## config.mk

```make
export PLATFORM = sky130hd
export DESIGN_NAME = nc_pair_encode_scheduler_flat
export DESIGN_NICKNAME = d
export VERILOG_FILES = /design/src/rtl/nc_pair_encode_scheduler_if.sv /design/src/rtl/nc_pair_encode_scheduler.sv /design/src/flat_wrapper.sv
export SDC_FILE = /design/constraint.sdc
export NUM_CORES = 1
export LEC_CHECK = 0
export CAP_MARGIN = 20
export CORE_ASPECT_RATIO = 1.2
export CORE_MARGIN = 5
export CORE_UTILIZATION = 50
export CTS_CLUSTER_DIAMETER = 200
export CTS_CLUSTER_SIZE = 12
export DETAILED_ROUTE_END_ITERATION = 12
export PLACE_DENSITY = 0.77
export SYNTH_ARGS = -nofsm -noshare
export SYNTH_HDL_FRONTEND = slang
export SYNTH_SLANG_ARGS = --single-unit
```

## constraint.sdc

```tcl
create_clock -name clk -period 3.36 [get_ports clk]
set_clock_uncertainty 0.2 [all_clocks]
set_input_delay 0.672 -clock clk [delete_from_list [all_inputs] [get_ports clk]]
set_output_delay 0.672 -clock clk [all_outputs]
set_load 0.03 [all_outputs]
```

## src/rtl/nc_pair_encode_scheduler_if.sv

```systemverilog
// Handshake/bus bundle for nc_pair_encode_scheduler.
//   in_valid/in_ready  per input port (port 2c = side a W/S, 2c+1 = side b E/N)
//   in_cmp             7-bit compare vector per port {U,D,N,S,E,W,IP}
//   out_valid/ready    per-channel grant handshake
//   out_coded/src/dirs registered grant payload
//   cnt_coded/plain    per-channel saturating grant counters
// master = upstream/allocator side, slave = scheduler side.
interface nc_pair_encode_scheduler_if #(
  parameter int NUM_CH = 2,
  parameter int CNT_W  = 16
);
  logic [2*NUM_CH-1:0]             in_valid;
  logic [2*NUM_CH-1:0][6:0]        in_cmp;
  logic [2*NUM_CH-1:0]             in_ready;
  logic [NUM_CH-1:0]               out_valid;
  logic [NUM_CH-1:0]               out_ready;
  logic [NUM_CH-1:0]               out_coded;
  logic [NUM_CH-1:0][1:0]          out_src;
  logic [NUM_CH-1:0][6:0]          out_dirs;
  logic [NUM_CH-1:0][CNT_W-1:0]    cnt_coded;
  logic [NUM_CH-1:0][CNT_W-1:0]    cnt_plain;

  modport master (
    output in_valid, in_cmp, out_ready,
    input  in_ready, out_valid, out_coded, out_src, out_dirs, cnt_coded, cnt_plain
  );
  modport slave (
    input  in_valid, in_cmp, out_ready,
    output in_ready, out_valid, out_coded, out_src, out_dirs, cnt_coded, cnt_plain
  );
endinterface

```

## src/rtl/nc_pair_encode_scheduler.sv

```systemverilog
// XOR network-coding pair scheduler. NUM_CH independent channels, each pairing
// two opposite ports, holding a lone head packet up to HOLD_MAX cycles for its
// partner, then issuing one registered grant (coded pair or uncoded singles).
// Ports: clk, rst (sync, active high), bus (nc_pair_encode_scheduler_if.slave).

// One channel: FSM, rule evaluation, grant register and statistics.
module nc_pair_encode_ch #(
  parameter int         HOLD_MAX = 4,
  parameter int         CNT_W    = 16,
  parameter logic [1:0] MODE     = 2'd1
) (
  input  logic             clk,
  input  logic             rst,
  input  logic [1:0]       in_valid,
  input  logic [1:0][6:0]  in_cmp,
  output logic [1:0]       in_ready,
  output logic             out_valid,
  input  logic             out_ready,
  output logic             out_coded,
  output logic [1:0]       out_src,
  output logic [6:0]       out_dirs,
  output logic [CNT_W-1:0] cnt_coded,
  output logic [CNT_W-1:0] cnt_plain
);
  localparam logic [6:0] MX = 7'b0000110;
  localparam logic [6:0] MY = 7'b0011000;
  localparam logic [6:0] MZ = 7'b1100000;
  localparam logic [1:0] EMODE = (MODE == 2'd3) ? 2'd0 : MODE;
  // Coding off means there is nobody worth waiting for.
  localparam logic [7:0] HOLD_EFF = (EMODE == 2'd0) ? 8'd0 : 8'(HOLD_MAX);

  typedef enum logic [1:0] {IDLE, WAIT, ISSUE, ISSUE2} state_t;
  typedef struct packed { logic sat; logic [6:0] dirs; } rule_t;
  typedef struct packed { logic coded; logic [1:0] src; logic [6:0] dirs; } gnt_t;

  function automatic logic xeq(input logic [6:0] v); return ~v[1] & ~v[2]; endfunction
  function automatic logic yeq(input logic [6:0] v); return ~v[3] & ~v[4]; endfunction
  function automatic logic zeq(input logic [6:0] v); return ~v[5] & ~v[6]; endfunction

  function automatic logic [6:0] ec(input logic [6:0] v);
    return yeq(v) ? (zeq(v) ? (v & MX) : (v & MZ)) : 7'd0;
  endfunction
  function automatic logic [6:0] ed(input logic [6:0] v);
    return zeq(v) ? (yeq(v) ? (v & MX) : (v & MY)) : 7'd0;
  endfunction

  function automatic rule_t rule(input logic [6:0] a, input logic [6:0] b);
    rule_t r;
    logic  same;
    r    = '0;
    same = (xeq(a) & xeq(b)) | (yeq(a) & yeq(b)) | (zeq(a) & zeq(b));
    if (a[0] | b[0]) begin
      r = '0;
    end else if (EMODE == 2'd1) begin
      if (((a[3] & b[3]) | (a[4] & b[4])) & zeq(a) & zeq(b))
        r = '{1'b1, a & MY};
      else if (((a[5] & b[5]) | (a[6] & b[6])) & yeq(a) & yeq(b))
        r = '{1'b1, a & MZ};
      else if (~same & ((~a[3] & ~b[3]) | (~a[4] & ~b[4])))
        r = '{1'b1, ((a | b) & MY) | ec(a) | ec(b)};
      else if (~same & ((~a[5] & ~b[5]) | (~a[6] & ~b[6])))
        r = '{1'b1, ((a | b) & MZ) | ed(a) | ed(b)};
    end else if (EMODE == 2'd2) begin
      if (((a[5] & b[5]) | (a[6] & b[6])) & xeq(a) & xeq(b))
        r = '{1'b1, a & MZ};
    end
    return r;
  endfunction

  state_t     state;
  logic [6:0] ha, hb;
  logic [1:0] hvalid;   // WAIT: which side is held; ISSUE: 2'b10 = b still to grant
  logic [7:0] tmr;
  gnt_t       gnt;

  logic [1:0] fire;
  logic [6:0] pa, pb;
  rule_t      r;

  // Ready comes from state only; the rst gate keeps ports closed during reset.
  always_comb begin
    in_ready = 2'b00;
    if (!rst) begin
      case (state)
        IDLE:    in_ready = 2'b11;
        WAIT:    in_ready = ~hvalid;
        default: in_ready = 2'b00;
      endcase
    end
  end

  assign fire = in_valid & in_ready;
  // In WAIT one side comes from the hold register, the other from the port.
  assign pa   = hvalid[0] ? ha : in_cmp[0];
  assign pb   = hvalid[1] ? hb : in_cmp[1];
  assign r    = rule(pa, pb);

  always_ff @(posedge clk) begin
    if (rst) begin
      state     <= IDLE;
      ha        <= '0;
      hb        <= '0;
      hvalid    <= '0;
      tmr       <= '0;
      gnt       <= '0;
      out_valid <= 1'b0;
      cnt_coded <= '0;
      cnt_plain <= '0;
    end else begin
      if (out_valid & out_ready) begin
        if (gnt.coded) begin
          if (cnt_coded != '1) cnt_coded <= cnt_coded + 1'b1;
        end else begin
          if (cnt_plain != '1) cnt_plain <= cnt_plain + 1'b1;
        end
      end
      case (state)
        IDLE, WAIT: begin
          if ((hvalid | fire) == 2'b11) begin
            // Full pair: partner beats timer expiry in the same cycle.
            hb        <= pb;
            out_valid <= 1'b1;
            state     <= ISSUE;
            if (r.sat) begin
              gnt    <= '{1'b1, 2'b11, r.dirs};
              hvalid <= 2'b00;
            end else begin
              gnt    <= '{1'b0, 2'b01, pa};
              hvalid <= 2'b10;
            end
          end else if (state == IDLE && fire != 2'b00) begin
            if (fire[0]) ha <= in_cmp[0];
            if (fire[1]) hb <= in_cmp[1];
            if (HOLD_EFF == 8'd0) begin
              gnt       <= '{1'b0, fire, fire[0] ? in_cmp[0] : in_cmp[1]};
              out_valid <= 1'b1;
              hvalid    <= 2'b00;
              state     <= ISSUE;
            end else begin
              hvalid <= fire;
              tmr    <= HOLD_EFF - 8'd1;
              state  <= WAIT;
            end
          end else if (state == WAIT) begin
            if (tmr == 8'd0) begin
              gnt       <= '{1'b0, hvalid, hvalid[0] ? ha : hb};
              out_valid <= 1'b1;
              hvalid    <= 2'b00;
              state     <= ISSUE;
            end else begin
              tmr <= tmr - 8'd1;
            end
          end
        end
        ISSUE: begin
          if (out_ready) begin
            if (hvalid[1]) begin
              gnt    <= '{1'b0, 2'b10, hb};
              hvalid <= 2'b00;
              state  <= ISSUE2;
            end else begin
              out_valid <= 1'b0;
              state     <= IDLE;
            end
          end
        end
        ISSUE2: begin
          if (out_ready) begin
            out_valid <= 1'b0;
            state     <= IDLE;
          end
        end
        default: state <= IDLE;
      endcase
    end
  end

  assign out_coded = gnt.coded;
  assign out_src   = gnt.src;
  assign out_dirs  = gnt.dirs;
endmodule

module nc_pair_encode_scheduler #(
  parameter int                  NUM_CH   = 2,
  parameter logic [2*NUM_CH-1:0] CH_MODE  = {2'd2, 2'd1},
  parameter int                  HOLD_MAX = 4,
  parameter int                  CNT_W    = 16
) (
  input logic                       clk,
  input logic                       rst,
  nc_pair_encode_scheduler_if.slave bus
);
  logic [2*NUM_CH-1:0]          in_ready;
  logic [NUM_CH-1:0]            out_valid, out_coded;
  logic [NUM_CH-1:0][1:0]       out_src;
  logic [NUM_CH-1:0][6:0]       out_dirs;
  logic [NUM_CH-1:0][CNT_W-1:0] cnt_coded, cnt_plain;

  for (genvar c = 0; c < NUM_CH; c++) begin : g_ch
    nc_pair_encode_ch #(
      .HOLD_MAX (HOLD_MAX),
      .CNT_W    (CNT_W),
      .MODE     (CH_MODE[2*c +: 2])
    ) u_ch (
      .clk       (clk),
      .rst       (rst),
      .in_valid  (bus.in_valid[2*c +: 2]),
      .in_cmp    (bus.in_cmp[2*c +: 2]),
      .in_ready  (in_ready[2*c +: 2]),
      .out_valid (out_valid[c]),
      .out_ready (bus.out_ready[c]),
      .out_coded (out_coded[c]),
      .out_src   (out_src[c]),
      .out_dirs  (out_dirs[c]),
      .cnt_coded (cnt_coded[c]),
      .cnt_plain (cnt_plain[c])
    );
  end

  assign bus.in_ready  = in_ready;
  assign bus.out_valid = out_valid;
  assign bus.out_coded = out_coded;
  assign bus.out_src   = out_src;
  assign bus.out_dirs  = out_dirs;
  assign bus.cnt_coded = cnt_coded;
  assign bus.cnt_plain = cnt_plain;
endmodule
```

## src/flat_wrapper.sv

```systemverilog
// flat-port wrapper written by rule: the top's interface ports become plain ports
module nc_pair_encode_scheduler_flat 
#(
  parameter int                  NUM_CH   = 2,
  parameter logic [2*NUM_CH-1:0] CH_MODE  = {2'd2, 2'd1},
  parameter int                  HOLD_MAX = 4,
  parameter int                  CNT_W    = 16
)
  (clk, rst, bus_in_valid, bus_in_cmp, bus_out_ready, bus_in_ready, bus_out_valid, bus_out_coded, bus_out_src, bus_out_dirs, bus_cnt_coded, bus_cnt_plain);
  nc_pair_encode_scheduler_if #(.NUM_CH(NUM_CH), .CNT_W(CNT_W)) bus_i ();
  input logic clk;
  input logic rst;
  input wire logic [$bits(bus_i.in_valid)-1:0] bus_in_valid;
  input wire logic [$bits(bus_i.in_cmp)-1:0] bus_in_cmp;
  input wire logic [$bits(bus_i.out_ready)-1:0] bus_out_ready;
  output wire logic [$bits(bus_i.in_ready)-1:0] bus_in_ready;
  output wire logic [$bits(bus_i.out_valid)-1:0] bus_out_valid;
  output wire logic [$bits(bus_i.out_coded)-1:0] bus_out_coded;
  output wire logic [$bits(bus_i.out_src)-1:0] bus_out_src;
  output wire logic [$bits(bus_i.out_dirs)-1:0] bus_out_dirs;
  output wire logic [$bits(bus_i.cnt_coded)-1:0] bus_cnt_coded;
  output wire logic [$bits(bus_i.cnt_plain)-1:0] bus_cnt_plain;
  assign bus_i.in_valid = bus_in_valid;
  assign bus_i.in_cmp = bus_in_cmp;
  assign bus_i.out_ready = bus_out_ready;
  assign bus_in_ready = bus_i.in_ready;
  assign bus_out_valid = bus_i.out_valid;
  assign bus_out_coded = bus_i.out_coded;
  assign bus_out_src = bus_i.out_src;
  assign bus_out_dirs = bus_i.out_dirs;
  assign bus_cnt_coded = bus_i.cnt_coded;
  assign bus_cnt_plain = bus_i.cnt_plain;
  nc_pair_encode_scheduler #(.NUM_CH(NUM_CH), .CH_MODE(CH_MODE), .HOLD_MAX(HOLD_MAX), .CNT_W(CNT_W)) u_core (.clk(clk), .rst(rst), .bus(bus_i));
endmodule
```

; ---- Word-level counts from Yosys, hierarchy flattened
; Index checks and enable logic that the tools add are counted.
; Widths: inputs -> output; s select.
[word_totals]
elab_cells = 276
mem_bits_rw = 0
in_bits = 36
mem_count = 0
mem_bits_ro = 0
latchBits = 0
regBits = 138
[op_classes]
bitwise = 72
addsub = 6
reduce_logical = 39
magnitude_cmp = 0
n_mul = 0
div = 0
eq_ne = 33
n_mux = 101
shift = 0
[ops]
columns = operator, count
row1 = $mux 10, 14
row2 = $mux 7, 16
row3 = $mux 8, 13
row4 = $add 16x1->16 const B, 4
row5 = $ne 16x16->1 const B, 4
row6 = $mux 2, 28
row7 = $pmux 10 s2, 2
row8 = $reduce_and 4->1, 9
row9 = $and 1x1->1, 31
row10 = $reduce_and 6->1, 4
row11 = $ne 2x2->1 const B, 11
row12 = $not 1->1, 21
row13 = $mux 5, 4
row14 = $reduce_bool 2->1, 10
row15 = $ne 3x3->1 const B, 6
row16 = $reduce_and 3->1, 6
row17 = $logic_not 8->1, 2
row18 = $mux 1, 16
row19 = $ne 4x4->1 const B, 4
row20 = $pmux 2 s2, 4
row21 = $sub 8x1->8 const B, 2
row22 = $or 7x5->7, 2
row23 = $or 7x7->7, 2
row24 = $eq 2x2->1 const B, 6
row25 = 12 further kinds, 30

; ---- Depth between registers and ports, before layout
[depth]
ltp_word = 16
mapped_depth = 9
ltp_nobuf = 8

; ---- Hierarchy
; Synthesis repeated with hierarchy kept, for this count alone.
[unflattened]
cells_unflattened = 881
area_unflattened_um2 = 7584.8
[by_module_without_submodules]
columns = mod, n_inst, cells_per_inst, area_each_um2
row1 = nc_pair_encode_ch at u_core.g_ch[0].u_ch, 1, 465, 4008.8
row2 = nc_pair_encode_ch at u_core.g_ch[1].u_ch, 1, 416, 3575.9

; ---- Worst setup path before layout
; Ideal clock, no wire load.
[synth_path]
kind = input-to-output
start = input port rst
end = output port bus_in_ready[2]
path_slack_ps = 446
arrival_ps = 2042
path_stages = 4
cell_sequence = clkbuf_1 -> clkbuf_1 -> clkbuf_1 -> a211oi_1
[synth_via]
elab_chain_cells = 1
[synth_rtl]
columns = element, line_no
row1 = start: declaration, flat_wrapper.sv:12  ; input logic rst;
row2 = $mux 2, nc_pair_encode_scheduler.sv:83  ; if (!rst) begin
row3 = end: declaration, flat_wrapper.sv:16  ; output wire logic [$bits(bus_i.in_ready)-1:0] bus_in_ready;
; Every way passes these cells.

; ---- Worst setup path after layout
[layout_path]
start = register u_core.g_ch[0].u_ch.hvalid[1]
end = output port bus_in_ready[1]
[layout_via]
elab_chain_cells = 3
[layout_rtl]
columns = element, line_no
row1 = start: declaration, nc_pair_encode_scheduler.sv:72  ; logic [1:0] hvalid;
row2 = start signal: assignment, nc_pair_encode_scheduler.sv:140  ; hvalid <= fire;
row3 = $not 2->2, nc_pair_encode_scheduler.sv:86  ; WAIT: in_ready = ~hvalid;
row4 = $pmux 2 s2, nc_pair_encode_scheduler.sv:84  ; case (state)
row5 = $mux 2, nc_pair_encode_scheduler.sv:83
; Every way passes these cells.

==> metrics.cfg <==
[global_route]
grt_overflow=0
grt_pass1_wl_mm=31.4
antenna_found_initial=0
grt_pass1_vias=6566
grt_max_degree=83
grt.total_usage_pct=22.5

[layout]
final_common_cell=nor2_1
drive_gt1_share_pct=6.87
synthToLayoutAreaGrowth_pct=28.2
antennaDiodeCount=0
final_cell_mix=nor2_1, dfxtp_1, clkdlybuf4s50_1, nand2_1, a21oi_1
fin_nets=1035
final_cells=1179

[logic_synthesis]
synth.ff_latch_count=138
syn_avg_cell_area_um2=8.31
synth_flop_cell=dfxtp_1
yosysSeqAreaShare_pct=38.3
synth-edff-count=0
syn_inst=869
syn-num-nets=913
ys.warnings.count=0
yosysUniqueCellTypes=70
synthArstFlopShare_pct=0
syn_area_um2=7220

[floorplanning]
core_um2=14300
row_count=48
start_util_pct=50.5
design.portCount=126
die-width_um=120
fp.dieH_um=142
dieArea_um2=17000

[clock_network]
cts_made_buffers=17
clk_pin_slew_ns=0.06
clock_path_buffers=2
postCtsHoldBufs=0
cts.repair.resized=0
post_cts_buffers=0
cts.sinks=138
cts_tree=yes
clk_latency_ns=0.43
root_buffer=clkbuf_16
htree_levels=4

[sta]
hold_viol_final=0
setup_viol=0
slew_viol_final=0
period_share_pct=87.1
slew_headroom_pct=44.9
max_freq_mhz=342
post-route-min-period_ns=2.93
finalSetupTns_ns=0
worst_slew_pin_slew_ns=0.827
rsz0062_at_grt=false

[power_and_ir_drop]
peakVddDrop_mv=0.554
powerDensity_nw_per_um2=679
power_mw=6.28
p_leak_nw=3.43

[routing]
drt-initial-drc-count=501
drcViolationCount=0
ant_nets=0
viasPerCell=5.80
routed_wirelength_mm=19.2
wl_per_cell_um=16.3
dr.pass1.iters=7
via_count=6840

[placed_design]
routabilityCongestion=0.902
post-place-cells=1147
dp_hpwl_mm=14.0
io_buffers=125

[worst_setup_path]
crit_path_end_kind=primary output
crit_type=reg -> out
crit_fanout=21
reg2reg_depth=8
cp.required_ns=2.49
startpoint_type=flip-flop
crit_arrival_ns=2.05

[flow_run]
maxCapViolCount=0

[outcome]
status=complete, no violations

[hold_path]
hold_depth=2
hold_path.class=reg -> reg

==> synthesized netlist by cell type (all sizes together) (4+ instances only) <==
cell       n  share of area [%]
o41ai      4               0.49
clkbuf    28                1.5
ha         8                1.4
nor2b      6               0.52
mux2i     49                6.8
o21ai     26                1.8
nor3b      6               0.62
nand3     41                2.8
a21oi     50                3.6
a211o      5               0.61
nor3      27                1.9
a311oi     6               0.73
o22ai      8               0.69
o21a       4               0.42
or3        9               0.78
dfxtp    138                 38
a31oi     10               0.87
nand2     63                3.3
a22oi      4               0.42
and3      24                2.1
o211ai    10                1.0
xor2      42                5.1
o22a       9                1.1
and4       9                1.1
and2       4               0.35
or4        4               0.47
a211oi     7               0.80
nand4     19                1.6
nand2b     9               0.78
o2111ai    6               0.73
xnor2     23                2.8
nor4       8               0.69
nor2     140                7.3
buf       14                1.2
inv       14               0.73
==> critical path, stage by stage, from the launching register on <==
cell and delay, ns:
dfxtp_1 0.85, a21oi_1 0.17, clkdlybuf4s50_1 0.62
==> registers in the layout (all words and copies together) (netlist names) <==
signal	count
u_core.g_ch.u_ch.cnt_plain	32
u_core.g_ch.u_ch.cnt_coded	32
u_core.g_ch.u_ch.state	4
u_core.g_ch.u_ch.ha	14
u_core.g_ch.u_ch.out_coded	2
u_core.g_ch.u_ch.hvalid	4
u_core.g_ch.u_ch.out_valid	2
u_core.g_ch.u_ch.tmr	16
u_core.g_ch.u_ch.hb	14
u_core.g_ch.u_ch.out_src	4
u_core.g_ch.u_ch.out_dirs	14
==> per-stage QoR <==
stage                     setup slack, ns  hold slack (ns)  utilization [%]  cell area (um^2)
after global placement              0.305            0.257             60.5              8640
final                               0.434            0.271             64.7              9260
after detailed placement            0.297            0.257             60.5              8640
after CTS                           0.419            0.271             64.7              9260
after global routing                0.287            0.286             64.7              9260
after floorplan                     0.446            0.253                -              7220
==> power by group <==
| group | switching (mW) | internal (mW) |
|---|---|---|
| Combinational | 1.26 | 0.927 |
| Sequential | 0.282 | 1.88 |
| Clock | 0.745 | 1.19 |
==> path summary, 6_finish.rpt <==
kind | from | end | slack, ns
setup / recovery | u_core.g_ch[0].u_ch.hvalid[1] | bus_in_ready[1] | 0.43
hold / removal | u_core.g_ch[1].u_ch.out_dirs[0] | u_core.g_ch[1].u_ch.out_dirs[0] | 0.27
setup reg to reg | u_core.g_ch[0].u_ch.hvalid[1] | u_core.g_ch[0].u_ch.out_dirs[2] | 0.51
hold reg to reg | u_core.g_ch[1].u_ch.out_dirs[0] | u_core.g_ch[1].u_ch.out_dirs[0] | 0.27
==> metal layers <==
layer | track usage (%) | vias up | routed length, um
li1 | - | 3385 | -
met1 | 26.7 | 3210 | 8220
met2 | 38.9 | 205 | 9470
met3 | 5.10 | 40 | 1040
met4 | 10.1 | 0 | 479
met5 | 0 | - | 0
==> logic make-up after synthesis <==
group / after synthesis / synth area share, %
and+or+nand+nor: 381 / 25.7
AOI/OAI and AO/OA: 170 / 16.2
DFF: 138 / 38.3
xor gates and xnor gates: 65 / 7.88
buffers and inverters: 56 / 3.41
muxes: 51 / 7.16
adders and majority gates: 8 / 1.39
==> layout make-up <==
class	instances	area, um^2
clock buffer	18	439
clock inverter	14	171
fill	1238	5040
inverter	14	52.6
multi-input combinational	675	4210
sequential	138	2760
tap	175	219
timing repair buffer	145	1400
Power figures use the tool's default switching activity.
